<file path="src/rtl/hash_req_issuer.sv">
// hash_req_issuer: queues host search/insert commands, issues them one at a time to the CAM, returns ordered responses.
// Optional HASH_REQ_TIMEOUT_EN abandons a CAM op after 2**TOW-1 WAIT cycles.
module hash_req_issuer #(
  parameter int DW  = 20,
  parameter int RW  = 20,
  parameter int FAW = 2,
  parameter int TOW = 8
) (
  input  logic             clk,
  input  logic             rst_n,
  input  logic             cmd_valid_i,
  output logic             cmd_ready_o,
  input  logic             cmd_op_i,
  input  logic [RW+DW-1:0] cmd_data_i,
  output logic             rsp_valid_o,
  input  logic             rsp_ready_i,
  output logic             rsp_op_o,
  output logic             rsp_exist_o,
  output logic             rsp_timeout_o,
  output logic [RW+DW-1:0] rsp_result_o,
  output logic             insert_o,
  output logic [RW+DW-1:0] insert_data_o,
  input  logic             insert_end_i,
  output logic             search_o,
  output logic [DW-1:0]    search_data_o,
  input  logic             search_exist_i,
  input  logic             search_end_i,
  input  logic [RW+DW-1:0] search_result_i,
  output logic             busy_o
);
  localparam int W = RW + DW;
  typedef enum logic [1:0] {IDLE, ISSUE, WAIT, RESP} state_t;
  state_t state_q, state_d;
  logic [W:0] mem_q [2**FAW];
  logic [FAW:0] wp_q, rp_q, wp_d, rp_d;
  logic op_q, op_d, rsp_op_q, rsp_op_d, exist_q, exist_d, tmo_q, tmo_d;
  logic [W-1:0] data_q, data_d, res_q, res_d, ins_data_q;
  logic [DW-1:0] srch_data_q;
  logic ins_q, srch_q, valid_q, busy_q;
  logic full, empty, push, pop, done, to_hit;
  logic [TOW-1:0] to_q;
`ifdef HASH_REQ_TIMEOUT_EN
  // Counter is held at zero outside WAIT, so it restarts on every WAIT entry.
  always_ff @(posedge clk)
    if (!rst_n) to_q <= '0;
    else to_q <= (state_q == WAIT) ? to_q + TOW'(1) : '0;
`else
  assign to_q = '0;
`endif
  assign to_hit = &to_q;
  assign full  = (wp_q[FAW] != rp_q[FAW]) && (wp_q[FAW-1:0] == rp_q[FAW-1:0]);
  assign empty = wp_q == rp_q;
  assign push  = cmd_valid_i && !full;
  assign pop   = state_q == IDLE && !empty;
  assign wp_d  = wp_q + (FAW+1)'(push);
  assign rp_d  = rp_q + (FAW+1)'(pop);
  assign done  = op_q ? insert_end_i : search_end_i;
  assign cmd_ready_o   = !full;
  assign rsp_valid_o   = valid_q;
  assign rsp_op_o      = rsp_op_q;
  assign rsp_exist_o   = exist_q;
  assign rsp_timeout_o = tmo_q;
  assign rsp_result_o  = res_q;
  assign insert_o      = ins_q;
  assign insert_data_o = ins_data_q;
  assign search_o      = srch_q;
  assign search_data_o = srch_data_q;
  assign busy_o        = busy_q;
  always_comb begin
    state_d  = state_q;
    op_d     = op_q;
    data_d   = data_q;
    rsp_op_d = rsp_op_q;
    exist_d  = exist_q;
    tmo_d    = tmo_q;
    res_d    = res_q;
    case (state_q)
      IDLE: if (!empty) begin
        state_d = ISSUE;
        {op_d, data_d} = mem_q[rp_q[FAW-1:0]];
      end
      ISSUE: state_d = WAIT;
      WAIT: if (done || to_hit) begin
        state_d  = RESP;
        rsp_op_d = op_q;
        tmo_d    = !done;
        exist_d  = done && !op_q && search_exist_i;
        res_d    = !done ? '0 : op_q ? data_q : search_result_i;
      end
      RESP: if (rsp_ready_i) state_d = IDLE;
    endcase
  end
  // Outputs are registered from next-state values so the strobe lines up with ISSUE.
  always_ff @(posedge clk)
    if (!rst_n) begin
      state_q     <= IDLE;
      wp_q        <= '0;
      rp_q        <= '0;
      op_q        <= 1'b0;
      data_q      <= '0;
      rsp_op_q    <= 1'b0;
      exist_q     <= 1'b0;
      tmo_q       <= 1'b0;
      res_q       <= '0;
      valid_q     <= 1'b0;
      ins_q       <= 1'b0;
      srch_q      <= 1'b0;
      ins_data_q  <= '0;
      srch_data_q <= '0;
      busy_q      <= 1'b0;
    end else begin
      if (push) mem_q[wp_q[FAW-1:0]] <= {cmd_op_i, cmd_data_i};
      state_q     <= state_d;
      wp_q        <= wp_d;
      rp_q        <= rp_d;
      op_q        <= op_d;
      data_q      <= data_d;
      rsp_op_q    <= rsp_op_d;
      exist_q     <= exist_d;
      tmo_q       <= tmo_d;
      res_q       <= res_d;
      valid_q     <= state_d == RESP;
      ins_q       <= state_d == ISSUE && op_d;
      srch_q      <= state_d == ISSUE && !op_d;
      ins_data_q  <= (state_d == ISSUE || state_d == WAIT) && op_d ? data_d : '0;
      srch_data_q <= (state_d == ISSUE || state_d == WAIT) && !op_d ? data_d[DW-1:0] : '0;
      busy_q      <= state_d != IDLE || wp_d != rp_d;
    end
endmodule

</file>
<file path="config.mk">
export PLATFORM = sky130hd
export DESIGN_NAME = hash_req_issuer
export DESIGN_NICKNAME = d
export VERILOG_FILES = /design/src/rtl/hash_req_issuer.sv
export SDC_FILE = /design/constraint.sdc
export NUM_CORES = 1
export LEC_CHECK = 0
export ABC_AREA = 1
export CORE_MARGIN = 4
export CORE_UTILIZATION = 25
export DETAILED_ROUTE_END_ITERATION = 8
export SLEW_MARGIN = 15
export SYNTH_ARGS = -nofsm -noshare
export SYNTH_HDL_FRONTEND = slang
export SYNTH_SLANG_ARGS = --single-unit
</file>
<file path="constraint.sdc">
create_clock -name clk -period 3.1 [get_ports clk]
set_clock_uncertainty 0.1 [all_clocks]
set_input_delay 0.465 -clock clk [delete_from_list [all_inputs] [get_ports clk]]
set_output_delay 0.465 -clock clk [all_outputs]
set_load 0.05 [all_outputs]
</file>
==> impl_results.rst <==
.. list-table::
   :header-rows: 1

   * - Metric
     - Value
   * - Status
     - finished, final reports clean
   * - Worst hold path type
     - in2reg
   * - Combined area of the multi-input logic cells
     - 0.00340 mm^2
   * - Least setup slack across all paths after layout
     - 721 ps
   * - Top cell type's share of synthesized area
     - 40.5%
   * - Die W
     - between 200 and 250 um
   * - Number of placement rows
     - 80
   * - Area added between synthesis and finish
     - 31.8%
   * - Slew at the pin closest to its max-slew limit
     - 863 ps
   * - Most area-consuming cells after synthesis
     - edfxtp_1, dfxtp_1, nand2_1
   * - Unique masters post-synth
     - 29
   * - Netlist Area Pre-Place
     - 0.0122 mm^2
   * - Post-synthesis instance total
     - around 1300
   * - Clock insertion delay at the later pin of the skew report
     - 540 ps
   * - Type of the worst setup path
     - reg2reg
   * - Buffer depth of the longest clock path
     - 3
   * - Number of buffers created by CTS
     - 37
   * - Total congestion overflow
     - 0
   * - Cell depth of the worst hold path
     - 3
   * - Average size of a mapped cell
     - 9.45 um^2
   * - Async set-reset flop share out of synthesis
     - 0%
   * - CTS H-Tree Depth
     - 2
   * - Dominant synthesized flop cell
     - edfxtp_1
   * - GP Congestion
     - 0.761
   * - Synthesized-area fraction occupied by adder cells
     - 0.720%
   * - Worst hold endpoint
     - rp_q[1]$_SDFF_PN0_
   * - RSZ-0062 raised after global routing
     - no
   * - Register-to-Register Path Depth
     - 11
   * - Worst-path fanout max
     - 21
   * - Initial core utilization
     - 25.4%
   * - CTS root buffer
     - clkbuf_16
   * - Crit path buf inv count
     - 1
   * - Height of the chip
     - 229 um
   * - Minimum hold slack
     - 253 ps
   * - Total iterations of the first detailed-routing run
     - 5
   * - Max Clk Rate
     - roughly 420 MHz
   * - Kind of cell with the highest combined delay on the critical path
     - simple AND/OR/NAND/NOR gates
   * - Hold buffer count at cts
     - 0
   * - Global router's overall resource usage
     - 13.2%
   * - Largest family of logic cells by synthesized area
     - simple AND/OR/NAND/NOR gates
   * - Yosys top cell by area
     - edfxtp_1
   * - Wire length of the first global-routing pass
     - 53.4 mm
   * - Setup Buffers After CTS
     - 0
   * - Via count of the first global-routing pass
     - 8946
   * - Detailed-route DRC error count
     - 0
   * - FF+latch area
     - 0.00806 mm^2
   * - Number of sinks handled by clock tree synthesis
     - 320
   * - Worst-case vdd ir drop
     - approximately 0.37 mV
   * - Max-slew headroom at the worst pin
     - 42.5%
   * - First-iteration detailed-routing DRC count
     - 586
   * - EDFF count, synth
     - ~160
   * - Pleak
     - 6.41 nW
   * - Slowest stage cell on the critical path
     - dfxtp_1
   * - Residual antenna-violating net count after detailed routing
     - 0
   * - Routed vias/inst
     - 4.29
   * - Register area share after synthesis
     - 66.2%
   * - Final Max Tran Viols
     - 0
   * - CTS tree
     - yes
   * - Register clock-pin slew on the reported worst setup and hold paths
     - 60 ps
   * - Period utilisation layout
     - 76.8%
   * - Initial antenna violation count
     - 5
   * - Share of cell area taken by muxes after synthesis
     - 0%
   * - Data required time at the worst endpoint
     - 3410 ps
   * - Final critical delay including setup and external delays
     - 2380 ps
   * - # port buffers
     - between 150 and 200
   * - Worst R2R Setup Slack
     - 720 ps
   * - Worst flop-to-flop path endpoint
     - busy_o$_SDFF_PN0_
   * - Total of cells resized after clock tree synthesis
     - 0
   * - Fraction of synthesized cell area in xor and xnor cells
     - 0.288%
   * - Cell chain of the critical path
     - nand2_1, nand2_1, nand3_4, nand2_4, inv_1, ha_1, ha_1, a21boi_0, o211ai_1, nor2_1, nor2_1
   * - Final WL
     - around 35 mm
   * - Setup WS pre-CTS
     - 480 ps
   * - # fillers
     - 4885
   * - Core ar.
     - 0.0479 mm^2
   * - Pin count of the biggest net entering global routing
     - around 120
   * - Commonest cells in the synthesized netlist
     - nand2_1, nor2_1, edfxtp_1
   * - PD cells
     - around 1000 mW/mm^2
   * - Number of nets in the layout
     - 1566
   * - Ports placed on the boundary
     - 196
   * - Number of flip-flops and latches in the synthesized netlist
     - 320
   * - Synth Area in Simple Gates
     - around 23%
   * - Share of the synthesized area in compound gates (AO/OA/AOI/OAI)
     - roughly 4.0%
   * - Arrival time of data at the critical path endpoint
     - 2690 ps
   * - Worst Setup End Kind
     - flip-flop
   * - Full die area
     - 0.0522 mm^2
   * - Startpoint of the most critical register-to-register path
     - wp_q[1]$_SDFF_PN0_
   * - Proportion of layout cells with a drive suffix above 1
     - between 6 and 7%
   * - Wire per inst
     - 16.7 um
   * - Final hold viol count
     - 0
   * - Warning count from the yosys run
     - 0
   * - Final setup violation count
     - 0
   * - Count of maximum capacitance violations
     - 0
   * - Most repeated cell in the gate-level netlist after synthesis
     - nand2_1
   * - Final HPWL from detailed placement
     - ~23 mm
   * - Nature of the critical path startpoint
     - flip-flop
   * - Post-synth net total
     - around 1400
   * - Largest incremental delay on the critical path
     - 430 ps
   * - Total via count in the routed design
     - just over 9000
   * - Worst hold path startpoint
     - rst_n
-- layout by cell type, fill, tap and decap left out, drive strengths merged --
| cell type | instances |
|---|---|
| nand2 | 443 |
| nor2 | 199 |
| clkdlybuf4s50 | 193 |
| edfxtp | 164 |
| dfxtp | 156 |
| inv | 107 |
| clkbuf | 58 |
| nand4 | 42 |
| o21ai | 41 |
| a31oi | 40 |
| buf | 26 |
| nand3 | 8 |
| ha | 7 |
| clkinv | 7 |
| xnor2 | 3 |
| diode | 2 |
| a21oi | 2 |
| a211oi | 1 |
| a21boi | 1 |
| o211ai | 1 |
| xor2 | 1 |
-- per-stage QoR --
stage	std cells	instance area, um^2	power [mW]	utilization (%)	TNS (ps)
after floorplan	1286	12200	9.64	-	-79150
after global placement	2047	14800	11.7	30.8	0
after detailed placement	2047	14800	11.7	30.8	0
after CTS	2115	16000	16.2	33.4	0
after global routing	2116	16000	16.9	33.4	0
final	2117	16000	15.9	33.4	0
-- final cells by class --
cell class                 instances  share of cell area (%)
sequential                       320                    50.3
multi-input combinational        789                    21.2
timing repair buffer             219                    13.5
clock buffer                      58                    7.32
tap                              615                    4.80
inverter                         104                    2.47
clock inverter                    10                   0.398
antenna                            2                  0.0312
-- state kept, by name (all words and copies together) (netlist names), 2 cells and up --
name,flops
state_q,2
insert_data_o,40
rsp_result_o,40
rp_q,3
mem_q,164
data_q,40
wp_q,3
search_data_o,20
-- tightest hold or removal path: cells and delay by family --
family,cells,cell delay [ps]
buf+inv,2,260
simple gates,1,110
-- cells by family (layout without fill, tap and decap cells) --
family,after synthesis,in the layout
flops,320,320
xor+xnor,4,4
other cells,0,2
simple gates,692,692
compound gates,86,86
fa+ha+maj,7,7
buf+inv,177,391
-- per-layer routing --
metal,vias up,wire [um],global-route usage [%]
met5,-,43,0
met4,6,982,4.57
met3,64,2360,3.85
met2,232,16200,21.8
met1,4272,15700,16.6
li1,4499,-,-
-- worst max-delay path by stage --
| stage | startpoint | to | cells past startpoint |
|---|---|---|---|
| 4_1_cts | rp_q[0]$_SDFF_PN0_ | search_data_o[5]$_SDFF_PN0_ | 9 |
| 6_report | wp_q[1]$_SDFF_PN0_ | busy_o$_SDFF_PN0_ | 11 |
| 2_1_floorplan | rp_q[0]$_SDFF_PN0_ | mem_q[0][0]$_DFFE_PP_ | 9 |
| 3_3_place_gp | rp_q[0]$_SDFF_PN0_ | search_data_o[2]$_SDFF_PN0_ | 9 |
| 3_5_place_dp | rp_q[0]$_SDFF_PN0_ | search_data_o[13]$_SDFF_PN0_ | 9 |
| 5_1_grt | rp_q[0]$_SDFF_PN0_ | search_data_o[8]$_SDFF_PN0_ | 9 |
-- report_power, final --
group	leakage (nW)	total, mW	switching, mW	internal, mW
registers	2.77	5.61	0.378	5.23
clock network	0.608	4.32	1.71	2.62
logic	3.04	5.98	4.27	1.71
No activity file was read; power rests on OpenSTA's default activity.
